`config.mk`:
```
export PLATFORM = sky130hd
export DESIGN_NAME = toffoli_cascade_undo
export DESIGN_NICKNAME = d
export VERILOG_FILES = /design/src/rtl/toffoli_cascade_undo.sv
export SDC_FILE = /design/constraint.sdc
export NUM_CORES = 1
export LEC_CHECK = 0
export BUFFER_PORTS_ARGS = -buffer_cell sky130_fd_sc_hd__buf_2
export CAP_MARGIN = 20
export CORE_MARGIN = 1.5
export CORE_UTILIZATION = 45
export CTS_BUF_LIST = sky130_fd_sc_hd__clkbuf_4 sky130_fd_sc_hd__clkbuf_8 sky130_fd_sc_hd__clkbuf_16
export DETAILED_ROUTE_END_ITERATION = 10
export GPL_TIMING_DRIVEN = 0
export PLACE_DENSITY = 0.6
export SLEW_MARGIN = 20
export SYNTH_ARGS = -nofsm -noshare
export SYNTH_HDL_FRONTEND = slang
export SYNTH_SLANG_ARGS = --single-unit
```
`constraint.sdc`:
```
create_clock -name clk -period 5 [get_ports clk]
set_clock_uncertainty 0.2 [all_clocks]
set_input_delay 1 -clock clk [delete_from_list [all_inputs] [get_ports clk]]
set_output_delay 1 -clock clk [all_outputs]
set_load 0.05 [all_outputs]
```
`src/rtl/toffoli_cascade_undo.sv`:
```
// Reversible register driven by generalised Toffoli gates, with a LIFO gate log
// replayed in reverse to uncompute. Define TOFFOLI_UNDO_CHECK_EN to add the restore checker.
module toffoli_cascade_undo #(
  parameter int WIDTH = 4,
  parameter int DEPTH = 8,
  localparam int TW = (WIDTH > 1) ? $clog2(WIDTH) : 1,
  localparam int CW = $clog2(DEPTH + 1)
) (
  input  logic             clk,
  input  logic             rst,
  input  logic             load_valid,
  input  logic [WIDTH-1:0] load_data,
  input  logic             gate_valid,
  output logic             gate_ready,
  input  logic [WIDTH-1:0] gate_mask,
  input  logic [TW-1:0]    gate_tgt,
  input  logic             undo_req,
  output logic [WIDTH-1:0] state_out,
  output logic [CW-1:0]    depth,
  output logic             busy,
  output logic             done,
  output logic             overflow,
  output logic             mismatch
);

  localparam int AW = (DEPTH > 1) ? $clog2(DEPTH) : 1;

  typedef enum logic [1:0] {IDLE, UNDO, DONE} fsm_t;

  typedef struct packed {
    logic [WIDTH-1:0] mask;
    logic [TW-1:0]    tgt;
  } gate_t;

  fsm_t             fsm_q, fsm_d;
  logic [WIDTH-1:0] state_q, state_d;
  logic [CW-1:0]    depth_q, depth_d;
  logic             busy_q, busy_d;
  logic             done_q, done_d;
  logic             overflow_q, overflow_d;
  gate_t            log_q [DEPTH];
  gate_t            log_d [DEPTH];
  logic [CW-1:0]    depth_dec;
  gate_t            top_gate;

  // Self-inverse: the target flips only when every control line (target excluded) is 1.
  function automatic logic [WIDTH-1:0] apply_gate(input logic [WIDTH-1:0] s, input gate_t g);
    logic [WIDTH-1:0] m;
    logic [WIDTH-1:0] r;
    r = s;
    m = g.mask;
    if (int'(g.tgt) < WIDTH) begin
      m[g.tgt] = 1'b0;
      r[g.tgt] = s[g.tgt] ^ (&(s | ~m));
    end
    return r;
  endfunction

  assign depth_dec  = depth_q - CW'(1);
  assign top_gate   = log_q[depth_dec[AW-1:0]];
  assign gate_ready = (fsm_q == IDLE) && !load_valid && !undo_req && (int'(depth_q) < DEPTH);

  always_comb begin
    fsm_d      = fsm_q;
    state_d    = state_q;
    depth_d    = depth_q;
    busy_d     = 1'b0;
    done_d     = 1'b0;
    overflow_d = overflow_q;
    log_d      = log_q;
    case (fsm_q)
      IDLE: begin
        if (load_valid) begin
          state_d = load_data;
          depth_d = '0;
        end else if (undo_req) begin
          if (depth_q != '0) begin
            fsm_d  = UNDO;
            busy_d = 1'b1;
          end else begin
            fsm_d  = DONE;
            done_d = 1'b1;
          end
        end else if (gate_valid) begin
          // Without load/undo the only way gate_ready is low here is a full log.
          if (gate_ready) begin
            state_d                 = apply_gate(state_q, {gate_mask, gate_tgt});
            log_d[depth_q[AW-1:0]]  = {gate_mask, gate_tgt};
            depth_d                 = depth_q + CW'(1);
          end else begin
            overflow_d = 1'b1;
          end
        end
      end
      UNDO: begin
        state_d = apply_gate(state_q, top_gate);
        depth_d = depth_dec;
        if (depth_dec == '0) begin
          fsm_d  = DONE;
          done_d = 1'b1;
        end else begin
          busy_d = 1'b1;
        end
      end
      DONE: fsm_d = IDLE;
      default: fsm_d = IDLE;
    endcase
  end

  always_ff @(posedge clk) begin
    if (rst) begin
      fsm_q      <= IDLE;
      state_q    <= '0;
      depth_q    <= '0;
      busy_q     <= 1'b0;
      done_q     <= 1'b0;
      overflow_q <= 1'b0;
    end else begin
      fsm_q      <= fsm_d;
      state_q    <= state_d;
      depth_q    <= depth_d;
      busy_q     <= busy_d;
      done_q     <= done_d;
      overflow_q <= overflow_d;
    end
  end

  always_ff @(posedge clk) begin
    log_q <= log_d;
  end

  assign state_out = state_q;
  assign depth     = depth_q;
  assign busy      = busy_q;
  assign done      = done_q;
  assign overflow  = overflow_q;

`ifdef TOFFOLI_UNDO_CHECK_EN
  logic [WIDTH-1:0] snapshot_q, snapshot_d;
  logic             mismatch_q, mismatch_d;

  // The verdict is computed on the edge entering DONE so it is valid during the done pulse.
  always_comb begin
    snapshot_d = snapshot_q;
    mismatch_d = mismatch_q;
    if (fsm_q == IDLE && load_valid) begin
      snapshot_d = load_data;
      mismatch_d = 1'b0;
    end else if (fsm_q == IDLE && undo_req) begin
      mismatch_d = 1'b0;
    end
    if (fsm_d == DONE && fsm_q != DONE) begin
      mismatch_d = (state_d != snapshot_q);
    end
  end

  always_ff @(posedge clk) begin
    if (rst) begin
      snapshot_q <= '0;
      mismatch_q <= 1'b0;
    end else begin
      snapshot_q <= snapshot_d;
      mismatch_q <= mismatch_d;
    end
  end

  assign mismatch = mismatch_q;
`else
  assign mismatch = 1'b0;
`endif

endmodule

```
==> metrics.yaml <==
logic_synthesis:
  async_flop_share_pct: 0
  ys_ff_latch: 61
  seq_area_frac_synth_pct: 55.7
  ys_warn_count: 0
  synth_cells: 252
  ys_types: 52
  synthTopCellsByArea: "edfxtp_1 (47%), dfxtp_1 (8.5%), mux2i_1 (3.9%), mux4_2 (3.7%), nand2_1 (2.7%)"
  netlist_area_sq_mm: 0.00306
  synth_fp_nets: 270
  yosysMostFrequentCell: "edfxtp_1"
  synthFlopType: "edfxtp_1"
  synth_area_per_cell_sq_um: 12.1
  yosysTopAreaCellShare_pct: 47.2
  ys_top_cells_by_count: "edfxtp_1 (48), nand2_1 (22), nor2_1 (17), dfxtp_1 (13)"
  yosysTopAreaCell: "edfxtp_1"
  synth_edf_count: 48
worst_setup_path:
  r2r_start: "depth[1]$_SDFFE_PP0P_"
  reg2reg_to: "state_out[3]$_SDFFE_PP0P_"
  reg2reg_depth: 11
  crit_path_end: "state_out[3]$_SDFFE_PP0P_"
  crit_type: "reg -> reg"
  end_kind: "flip-flop"
  cp-start-kind: "flip-flop"
  path_max_fanout: 10
  cp.required_ns: 5.04
  rrSetupSlack_ns: 1.48
  startpoint: "depth[1]$_SDFFE_PP0P_"
  cp_data_arrival_time_ns: 3.56
placement:
  port_buffers: 25
  gp_congestion: 0.876
  placed_cell_area_sq_mm: 0.00328
  place_ws_ns: 1.54
  post-dp-hpwl_um: 4900
layout:
  seqCellArea_sq_mm: 0.00170
  final_layout_size_suffix_gt1_share_pct: 22.2
  multi_input_area_sq_mm: 0.00124
  synthToLayoutAreaGrowth_pct: 14.7
  n_antenna_cell: 0
  n_fill_cell: 555
  stdcell_area_sq_mm: 0.00351
  final_nets: 306
sta:
  post-route-period-util_pct: 70.3
  fin_crit_ns: 3.52
  hold_viol_final: 0
  slew_viol_final: 0
  layout_setup_ws_ns: 1.48
  rsz0062_at_grt: "no"
  max_slew_margin_pct: 25.7
  max_freq_mhz: 284
  tightest_slew_ns: 1.11
  setup_viol: 0
  fin_setup_tns_ns: 0
clock_tree:
  cts-root-buf: "clkbuf_8"
  clock-sinks: 61
  clock_tree.buffer_depth: 2
  cts_tree: "yes"
  cts_buffers: 9
  cts_hold_buf: 0
  cts_resized: 0
  postCtsSetupBuffers: 0
  clk_pin_slew_worst_paths_ns: 0.08
  cts_max_level: 3
  insertion_delay_ns: 0.35
drt:
  drt-total-wl_um: 7040
  drt_iter0_drc: 148
  post-route-drc-count: 3
  routedWlPerCell_um: 19.0
  first_pass_iters: 7
  dr_total_vias: 2149
  postRouteAntennaNets: 0
  vias_per_cell: 5.81
floorplan:
  fp-row-count: 29
  fp.dieH_um: 85.4
  start_util_pct: 47.3
  die-area_sq_mm: 0.00730
  core_area_sq_mm: 0.00646
  io_pins: 28
  die-width_um: 85.4
worst_hold_path:
  min_from: "overflow$_SDFFE_PP0P_"
  holdCritPathClass: "reg -> reg"
global_route:
  grtUsageTotal_pct: 20.8
  first_global_vias: 2114
  antenna_found_initial: 0
  grt_max_degree: 14
  grt-ovfl-total: 0
  grt_pass1_wl_um: 11100
outcome:
  outcome: "finished, violations left"
  violations: "DRC"
power:
  p_total_mw: 1.37
  leakage_nw: 1.24
  ir_worst_vdd_uv: 219
  powerDensity_mw_per_mm2: 392
flow_run:
  max_cap_violations: 0
[final cells by class]
type / count / area share, %
plain buffers: 14 / 2.36
clock buffers: 9 / 3.53
clock inverters: 7 / 2.82
inverters: 9 / 0.964
multi-input cells: 168 / 35.5
flip-flops and latches: 61 / 48.5
well taps: 77 / 2.75
repair buffers: 25 / 3.57
[cell usage in the layout, fill, tap and decap left out, types with 3 or more instances in the layout]
| cell type | instances |
|---|---|
| a211o_1 | 3 |
| a211oi_1 | 6 |
| a21oi_1 | 4 |
| a22oi_1 | 3 |
| a311oi_1 | 3 |
| a31oi_1 | 3 |
| a32o_1 | 3 |
| a32oi_1 | 5 |
| and2_1 | 3 |
| and3_1 | 4 |
| buf_2 | 28 |
| buf_6 | 3 |
| clkbuf_1 | 7 |
| clkbuf_8 | 9 |
| dfxtp_1 | 13 |
| edfxtp_1 | 48 |
| ha_1 | 3 |
| inv_1 | 9 |
| mux2i_1 | 12 |
| mux4_2 | 5 |
| nand2_1 | 22 |
| nand2b_1 | 4 |
| nand3_1 | 7 |
| nor2_1 | 17 |
| nor2b_1 | 7 |
| nor3_1 | 11 |
| nor4_1 | 3 |
| o211ai_1 | 3 |
| o21ai_0 | 6 |
| o22ai_1 | 3 |
[flip-flops by register name (all words and copies together), names as in the netlist]
name and cells:
depth 4, overflow 1, fsm_q 2, state_out 4
log_q 48, busy 1, done 1
[metal layers]
metal  vias to the layer above  GRT usage [%]  part of all wire (%)
met5                         -              0                     0
met4                         0           7.77                  0.92
met3                         6           4.77                   5.1
met2                        54           31.5                    48
met1                      1040           29.2                    46
li1                       1049              -                     -
[report_power, final]
group / internal [mW] / switching (mW) / total [mW]
Sequential: 0.558 / 0.0114 / 0.569
Combinational: 0.113 / 0.197 / 0.310
Clock: 0.283 / 0.213 / 0.496
[worst min-delay path by stage]
| stage | end | slack (ns) | depth (start not counted) |
|---|---|---|---|
| finish | overflow$_SDFFE_PP0P_ | 0.29 | 2 |
| global route | overflow$_SDFFE_PP0P_ | 0.31 | 2 |
| CTS | overflow$_SDFFE_PP0P_ | 0.30 | 2 |
| detailed placement | overflow$_SDFFE_PP0P_ | 0.28 | 2 |
| global placement | overflow$_SDFFE_PP0P_ | 0.25 | 2 |
| floorplan | done$_SDFF_PP0_ | 0.31 | 1 |
[through the flow]
step	hold slack, ns	instances	util [%]
4_1_cts	0.297	370	54.3
5_1_grt	0.315	370	54.3
6_report	0.293	370	54.3
3_3_place_gp	0.254	354	50.8
2_1_floorplan	0.314	252	-
3_5_place_dp	0.278	354	50.8
[critical path: stages (launching register included)]
cell and delay [ns]:
dfxtp_1 0.36, clkbuf_1 0.34, inv_1 0.18, ha_1 0.30, buf_2 0.25, nor2b_1 0.07, a2111oi_0 0.55, a311oi_1 0.17
a21boi_1 0.21, o2111ai_2 0.26, and3_1 0.25, a211o_1 0.25
[kinds of logic (layout without fill, tap and decap cells)]
group                      after synthesis  count (layout)  synth area share, %
buffers and inverters                   23              64                 3.81
muxes                                   19              19                 9.09
DFF                                     61              61                 55.7
AOI/OAI and AO/OA                       55              55                 14.8
other                                    1               1                0.123
adders and majority gates                3               3                 1.23
xor gates and xnor gates                 3               3                 1.11
and+or+nand+nor                         87              87                 14.2
Power figures use the tool's default switching activity.
